===== config.mk =====
export PLATFORM = sky130hd
export DESIGN_NAME = vreg_wb_arb_flat
export DESIGN_NICKNAME = d
export VERILOG_FILES = /design/src/rtl/vreg_wb_if.sv /design/src/rtl/vreg_wb_arb.sv /design/src/flat_wrapper.sv
export SDC_FILE = /design/constraint.sdc
export NUM_CORES = 1
export LEC_CHECK = 0
export CORE_ASPECT_RATIO = 0.9
export CORE_MARGIN = 1.5
export CORE_UTILIZATION = 46
export CTS_BUF_LIST = sky130_fd_sc_hd__clkbuf_8
export DETAILED_ROUTE_END_ITERATION = 12
export GPL_TIMING_DRIVEN = 0
export PLACE_DENSITY = 0.89
export SETUP_SLACK_MARGIN = 0.4
export SLEW_MARGIN = 5
export SYNTH_ARGS = -nofsm -noshare
export SYNTH_HDL_FRONTEND = slang
export SYNTH_SLANG_ARGS = --single-unit
export TNS_END_PERCENT = 50

===== constraint.sdc =====
create_clock -name CLK -period 2.7 [get_ports CLK]
set_clock_uncertainty 0.2 [all_clocks]
set_input_delay 0.405 -clock CLK [delete_from_list [all_inputs] [get_ports CLK]]
set_output_delay 0.405 -clock CLK [all_outputs]
set_load 0.05 [all_outputs]

===== src/rtl/vreg_wb_if.sv =====
// Write-back bus for vreg_wb_arb: two requesters (ALU, load), issue port,
// registered register-file write port and the pending-write scoreboard.
interface vreg_wb_if #(
  parameter int DATA_W = 64,
  parameter int NREG   = 32
);
  logic              A_VALID;
  logic [4:0]        A_ADDR;
  logic [DATA_W-1:0] A_DATA;
  logic              A_READY;
  logic              L_VALID;
  logic [4:0]        L_ADDR;
  logic [DATA_W-1:0] L_DATA;
  logic              L_READY;
  logic              ISSUE_EN;
  logic [4:0]        ISSUE_ADDR;
  logic              D_EN;
  logic [4:0]        D_Addr;
  logic [DATA_W-1:0] D;
  logic [NREG-1:0]   BUSY;
  logic              dbg_last_l;

  modport slave (
    input  A_VALID, A_ADDR, A_DATA, L_VALID, L_ADDR, L_DATA, ISSUE_EN, ISSUE_ADDR,
    output A_READY, L_READY, D_EN, D_Addr, D, BUSY, dbg_last_l
  );

  modport master (
    output A_VALID, A_ADDR, A_DATA, L_VALID, L_ADDR, L_DATA, ISSUE_EN, ISSUE_ADDR,
    input  A_READY, L_READY, D_EN, D_Addr, D, BUSY, dbg_last_l
  );
endinterface


===== src/rtl/vreg_wb_arb.sv =====
// Round-robin write-back arbiter between ALU and load unit, with a registered
// register-file write port and a per-register pending-write scoreboard.
module vreg_wb_arb #(
  parameter int DATA_W = 64,
  parameter int NREG   = 32
) (
  input logic      CLK,
  input logic      RESET,
  vreg_wb_if.slave bus
);
  localparam int AW = 5;

  // Handshake: a transfer happens on a rising edge where VALID and READY are
  // both high; the requester keeps VALID/ADDR/DATA stable until then. READY
  // never rises without VALID and never while RESET is high.
  logic              last_l;   // 1: load was granted most recently (ALU wins next tie)
  logic              a_gnt;
  logic              l_gnt;
  logic              acc;
  logic [AW-1:0]     acc_addr;
  logic [DATA_W-1:0] acc_data;
  logic [NREG-1:0]   set_vec;
  logic [NREG-1:0]   clr_vec;

  logic              d_en_q;
  logic [AW-1:0]     d_addr_q;
  logic [DATA_W-1:0] d_q;
  logic [NREG-1:0]   busy_q;

  always_comb begin
    a_gnt    = !RESET && bus.A_VALID && (!bus.L_VALID || last_l);
    l_gnt    = !RESET && bus.L_VALID && !a_gnt;
    acc      = a_gnt || l_gnt;
    acc_addr = a_gnt ? bus.A_ADDR : bus.L_ADDR;
    acc_data = a_gnt ? bus.A_DATA : bus.L_DATA;
    set_vec  = '0;
    clr_vec  = '0;
    for (int i = 0; i < NREG; i++) begin
      set_vec[i] = bus.ISSUE_EN && (bus.ISSUE_ADDR == AW'(i));
      clr_vec[i] = acc && (acc_addr == AW'(i));
    end
  end

  always_ff @(posedge CLK) begin
    if (RESET) begin
      last_l   <= 1'b1;
      d_en_q   <= 1'b0;
      d_addr_q <= '0;
      d_q      <= '0;
      busy_q   <= '0;
    end else begin
      d_en_q <= acc;
      if (acc) begin
        d_addr_q <= acc_addr;
        d_q      <= acc_data;
        last_l   <= l_gnt;
      end
      // Set applied after clear so a same-address issue marks the newer write.
      busy_q <= (busy_q & ~clr_vec) | set_vec;
    end
  end

  // Outputs read as zero for the whole reset cycle, including a write
  // registered on the edge just before RESET rose.
  assign bus.A_READY    = a_gnt;
  assign bus.L_READY    = l_gnt;
  assign bus.D_EN       = d_en_q && !RESET;
  assign bus.D_Addr     = RESET ? '0 : d_addr_q;
  assign bus.D          = RESET ? '0 : d_q;
  assign bus.BUSY       = RESET ? '0 : busy_q;
  assign bus.dbg_last_l = last_l;
endmodule


===== src/flat_wrapper.sv =====
// flat-port wrapper written by rule: the top's interface ports become plain ports
module vreg_wb_arb_flat 
#(
  parameter int DATA_W = 64,
  parameter int NREG   = 32
)
  (CLK, RESET, bus_A_VALID, bus_A_ADDR, bus_A_DATA, bus_L_VALID, bus_L_ADDR, bus_L_DATA, bus_ISSUE_EN, bus_ISSUE_ADDR, bus_A_READY, bus_L_READY, bus_D_EN, bus_D_Addr, bus_D, bus_BUSY, bus_dbg_last_l);
  vreg_wb_if #(.DATA_W(DATA_W), .NREG(NREG)) bus_i ();
  input logic CLK;
  input logic RESET;
  input wire logic [$bits(bus_i.A_VALID)-1:0] bus_A_VALID;
  input wire logic [$bits(bus_i.A_ADDR)-1:0] bus_A_ADDR;
  input wire logic [$bits(bus_i.A_DATA)-1:0] bus_A_DATA;
  input wire logic [$bits(bus_i.L_VALID)-1:0] bus_L_VALID;
  input wire logic [$bits(bus_i.L_ADDR)-1:0] bus_L_ADDR;
  input wire logic [$bits(bus_i.L_DATA)-1:0] bus_L_DATA;
  input wire logic [$bits(bus_i.ISSUE_EN)-1:0] bus_ISSUE_EN;
  input wire logic [$bits(bus_i.ISSUE_ADDR)-1:0] bus_ISSUE_ADDR;
  output wire logic [$bits(bus_i.A_READY)-1:0] bus_A_READY;
  output wire logic [$bits(bus_i.L_READY)-1:0] bus_L_READY;
  output wire logic [$bits(bus_i.D_EN)-1:0] bus_D_EN;
  output wire logic [$bits(bus_i.D_Addr)-1:0] bus_D_Addr;
  output wire logic [$bits(bus_i.D)-1:0] bus_D;
  output wire logic [$bits(bus_i.BUSY)-1:0] bus_BUSY;
  output wire logic [$bits(bus_i.dbg_last_l)-1:0] bus_dbg_last_l;
  assign bus_i.A_VALID = bus_A_VALID;
  assign bus_i.A_ADDR = bus_A_ADDR;
  assign bus_i.A_DATA = bus_A_DATA;
  assign bus_i.L_VALID = bus_L_VALID;
  assign bus_i.L_ADDR = bus_L_ADDR;
  assign bus_i.L_DATA = bus_L_DATA;
  assign bus_i.ISSUE_EN = bus_ISSUE_EN;
  assign bus_i.ISSUE_ADDR = bus_ISSUE_ADDR;
  assign bus_A_READY = bus_i.A_READY;
  assign bus_L_READY = bus_i.L_READY;
  assign bus_D_EN = bus_i.D_EN;
  assign bus_D_Addr = bus_i.D_Addr;
  assign bus_D = bus_i.D;
  assign bus_BUSY = bus_i.BUSY;
  assign bus_dbg_last_l = bus_i.dbg_last_l;
  vreg_wb_arb #(.DATA_W(DATA_W), .NREG(NREG)) u_core (.CLK(CLK), .RESET(RESET), .bus(bus_i));
endmodule

==> results of run 1 <==
## cells in the final DEF, fill, tap and decap left out, drive strengths merged, types with 3 or more instances in the layout
cell and instances:
a22o 5, clkdlybuf4s50 145, or4 6, nor3b 3
a21oi 15, o32ai 5, a311oi 12, nor2b 77
nand2 144, a211o 5, buf 52, a22oi 12
nand2b 33, clkbuf 54, o21ai 24, clkdlybuf4s15 58
dlygate4sd2 5, inv 33, clkinv 3, a31oi 56
a21o 9, nor3 13, mux2 6, dfxtp 103
nor2 90, nor4 6
## worst max path at each step
stage          startpoint  depth (start not counted)  slack [ns]       endpoint
3_3_place_gp        RESET                          6       -1.24   bus_BUSY[29]
2_1_floorplan       RESET                          4        0.40   bus_BUSY[23]
6_report            RESET                          5        0.39      bus_D[12]
5_1_grt             RESET                          4        0.35  bus_D_Addr[3]
4_1_cts             RESET                          5        0.37    bus_BUSY[4]
3_5_place_dp        RESET                          6       -1.20   bus_BUSY[29]
## kinds of logic after synthesis
family                 after synthesis  synth area share
buffers and inverters               81            0.0621
muxes                                6            0.0128
DFF                                103             0.390
AOI/OAI and AO/OA                  147             0.186
and+or+nand+nor                    384             0.349
## sequential cells by signal, indices dropped and copies added (netlist names)
register and cells:
u_core.d_q 64, u_core.d_addr_q 5, u_core.busy_q 32, u_core.bus.dbg_last_l 1
u_core.d_en_q 1
## final cells by class
| class | instances | area share |
|---|---|---|
| inverters | 31 | 0.0146 |
| multi-input cells | 537 | 0.359 |
| plain buffers | 50 | 0.0321 |
| flip-flops and latches | 103 | 0.254 |
| repair buffers | 255 | 0.296 |
| well taps | 152 | 0.0234 |
| clock buffers | 10 | 0.0170 |
| clock inverters | 6 | 0.00432 |
## worst register-to-register path, cell delays in order (launching register included)
cell	delay, ns
dfxtp_2	0.35
nand2b_4	0.14
buf_6	0.13
nand2_4	0.08
buf_4	0.15
buf_2	0.25
buf_2	0.30
nand2_1	0.09
a311oi_1	0.29
## cell usage after synthesis (all sizes together), types with 6 or more instances
master / instances / area, sq um
a311oi: 12 / 105
o21ai: 24 / 120
or4: 6 / 45.0
nand2b: 33 / 206
inv: 31 / 116
a31oi: 56 / 350
nor3: 13 / 65.1
nor2: 90 / 338
a21oi: 15 / 75.1
nor4: 6 / 37.5
dfxtp: 103 / 2060
nand2: 144 / 548
mux2: 6 / 67.6
clkbuf: 28 / 105
a22oi: 12 / 90.1
buf: 22 / 106
nor2b: 77 / 482
a21o: 9 / 67.6
## metal layers
metal	routed length (microns)	track usage
met5	0	0
met1	7630	0.366
met3	1610	0.0771
met4	561	0.119
met2	9270	0.531
## timing repair
| action | in CTS | in global routing |
|---|---|---|
| setup buffers | 1 | 2 |
| pin swaps | 1 | 1 |
| endpoints found under the setup margin | 169 | 81 |
| gates resized for setup | 322 | 74 |
## power groups by stage
| stage | sequential, mW | clock [mW] | combinational, mW |
|---|---|---|---|
| 5_1_grt | 1.69 | 0.949 | 1.30 |
| 6_report | 1.68 | 0.903 | 1.21 |
| 3_3_place_gp | 1.71 | 0 | 1.22 |
| 2_1_floorplan | 1.71 | 0 | 0.710 |
| 3_5_place_dp | 1.71 | 0 | 1.23 |
| 4_1_cts | 1.68 | 0.899 | 1.21 |
## metrics by stage
stage                     TNS, ns  area (sq um)   util
after detailed placement   -66.82          8010  0.728
after global routing            0          8120  0.739
final                           0          8120  0.739
after CTS                       0          8220  0.748
after global placement     -66.03          8010  0.728
after floorplan                 0          5290      -
==> results.json, run 1 <==
{
  "status": "complete, no violations",
  "setup_violations": 0,
  "io_buffers": 252,
  "ys_ff_latch": 103,
  "ys.flop_type": "dfxtp_1",
  "area_growth_pct": 53.7,
  "power.clock.fraction": 0.238,
  "place_worst_setup_slack_ns": -1.20,
  "worstHoldStart": "bus_A_VALID",
  "p_leak_nw": 3.47,
  "path_cells": "clkdlybuf4s15_2, clkbuf_8, clkbuf_2, nor2b_1, clkdlybuf4s15_2",
  "clk_pin_slew_worst_paths_ns": 0.09,
  "startpoint_type": "input port",
  "dieHeight_microns": 105,
  "initial_utilization": 0.481,
  "min_period_over_period": 0.854,
  "place.gp.congestion": 0.929,
  "min_path_cells": 4,
  "die_x_microns": 116,
  "synth-edff-count": 0,
  "ir_drop_uv": 352,
  "synth-async-reset-ratio": 0,
  "rsz0062_at_grt": "yes",
  "htreeDepth": 3,
  "core.rowCount": 36,
  "criticalPathCategory": "input port to primary output",
  "drt_wl_total_mm": 19.1,
  "seq_power_share": 0.443,
  "ys_seq_area_frac": 0.390,
  "die_area_sq_um": 12100,
  "switching_share": 0.344,
  "holdBufCountCts": 0,
  "clock.fmax_ghz": 0.434,
  "slowest_stage": "clkdlybuf4s15_2",
  "stdcell_count": 1144,
  "syn_area_per_cell_sq_um": 7.32,
  "vias": 6045,
  "cts_tree": "built",
  "final_nets": 1135,
  "place_inst": 1125,
  "grt_max_degree": 17,
  "ctsLongestPathBuffers": 2,
  "worst_pin_slew_ns": 0.920,
  "seq_area_sq_um": 2060,
  "crit_top_cell": "clkdlybuf4s15_2",
  "clk-insertion-delay-late_ns": 0.36,
  "drt_iter0_drc": 319,
  "io_pins": 253,
  "p_per_area_nw_per_um2": 467,
  "syn_area_sq_um": 5280,
  "p_sw_mw": 1.30,
  "timing.rr.start": "u_core.bus.dbg_last_l",
  "cts_sinks": 103,
  "hold-path-endpoint": "u_core.bus.dbg_last_l",
  "wl_per_cell_microns": 16.7,
  "first_global_vias": 5966,
  "power_mw": 3.79,
  "diodes": 0,
  "hold_viol": 0,
  "cts_buffers": 9,
  "setup_ws_ns": 0.393,
  "critPathRequiredTime_ns": 2.10,
  "crit_buf_inv": 4,
  "hp-class": "input port to register",
  "place_hpwl_mm": 14.5,
  "synthesis.nets": 869,
  "slew_violations": 0,
  "critPathArrivalTime_ns": 1.70,
  "grt_pass1_wl_mm": 29.6,
  "fin_crit_ns": 2.31,
  "multi_input_area_sq_um": 2910,
  "antenna_found_initial": 0,
  "yosysWarnings": 0,
  "relSlewSlack": 0.378,
  "gr-total-overflow": 0,
  "first_pass_iters": 5,
  "track_usage": 0.309,
  "netlist_instances": 721,
  "fin_hold_ws_ns": 0.195,
  "r2r_end": "u_core.d_q[60]",
  "clockRootBuffer": "clkbuf_8",
  "rrSetupSlack_ns": 0.63,
  "reg2regPathDepth": 8,
  "fill_cells": 926,
  "cp_max_fo": 10,
  "critical_path.top_delay_family": "buffers and inverters",
  "p_int_mw": 2.49,
  "pwr-share-comb": 0.319,
  "drive_gt1_frac": 0.158,
  "core_area_sq_um": 11000,
  "yosysUniqueCellTypes": 37,
  "viasPerCell": 5.28,
  "critical-path-max-stage-delay_ns": 0.41,
  "ant_nets": 0,
  "route.detailed.drc": 0,
  "endpoint_kind": "primary output",
  "maxCapViolCount": 0
}
(Power assumes the default switching activity.)
==> inputs of run 2 (changes only) <==
--- a/config.mk
+++ b/config.mk
@@ -13,7 +13,7 @@
 export GPL_TIMING_DRIVEN = 0
 export PLACE_DENSITY = 0.89
 export SETUP_SLACK_MARGIN = 0.4
-export SLEW_MARGIN = 5
+export SLEW_MARGIN = 20
 export SYNTH_ARGS = -nofsm -noshare
 export SYNTH_HDL_FRONTEND = slang
 export SYNTH_SLANG_ARGS = --single-unit
==> results of run 2 <==
Final layout, timing and power as in run 1 (identical DEF).
==> inputs of run 3 (changes only) <==
--- a/config.mk
+++ b/config.mk
@@ -10,6 +10,7 @@
 export CORE_UTILIZATION = 46
 export CTS_BUF_LIST = sky130_fd_sc_hd__clkbuf_8
 export DETAILED_ROUTE_END_ITERATION = 12
+export GPL_ROUTABILITY_DRIVEN = 1
 export GPL_TIMING_DRIVEN = 0
 export PLACE_DENSITY = 0.89
 export SETUP_SLACK_MARGIN = 0.4
==> results of run 3 <==
Final layout, timing and power as in run 1 (identical DEF).
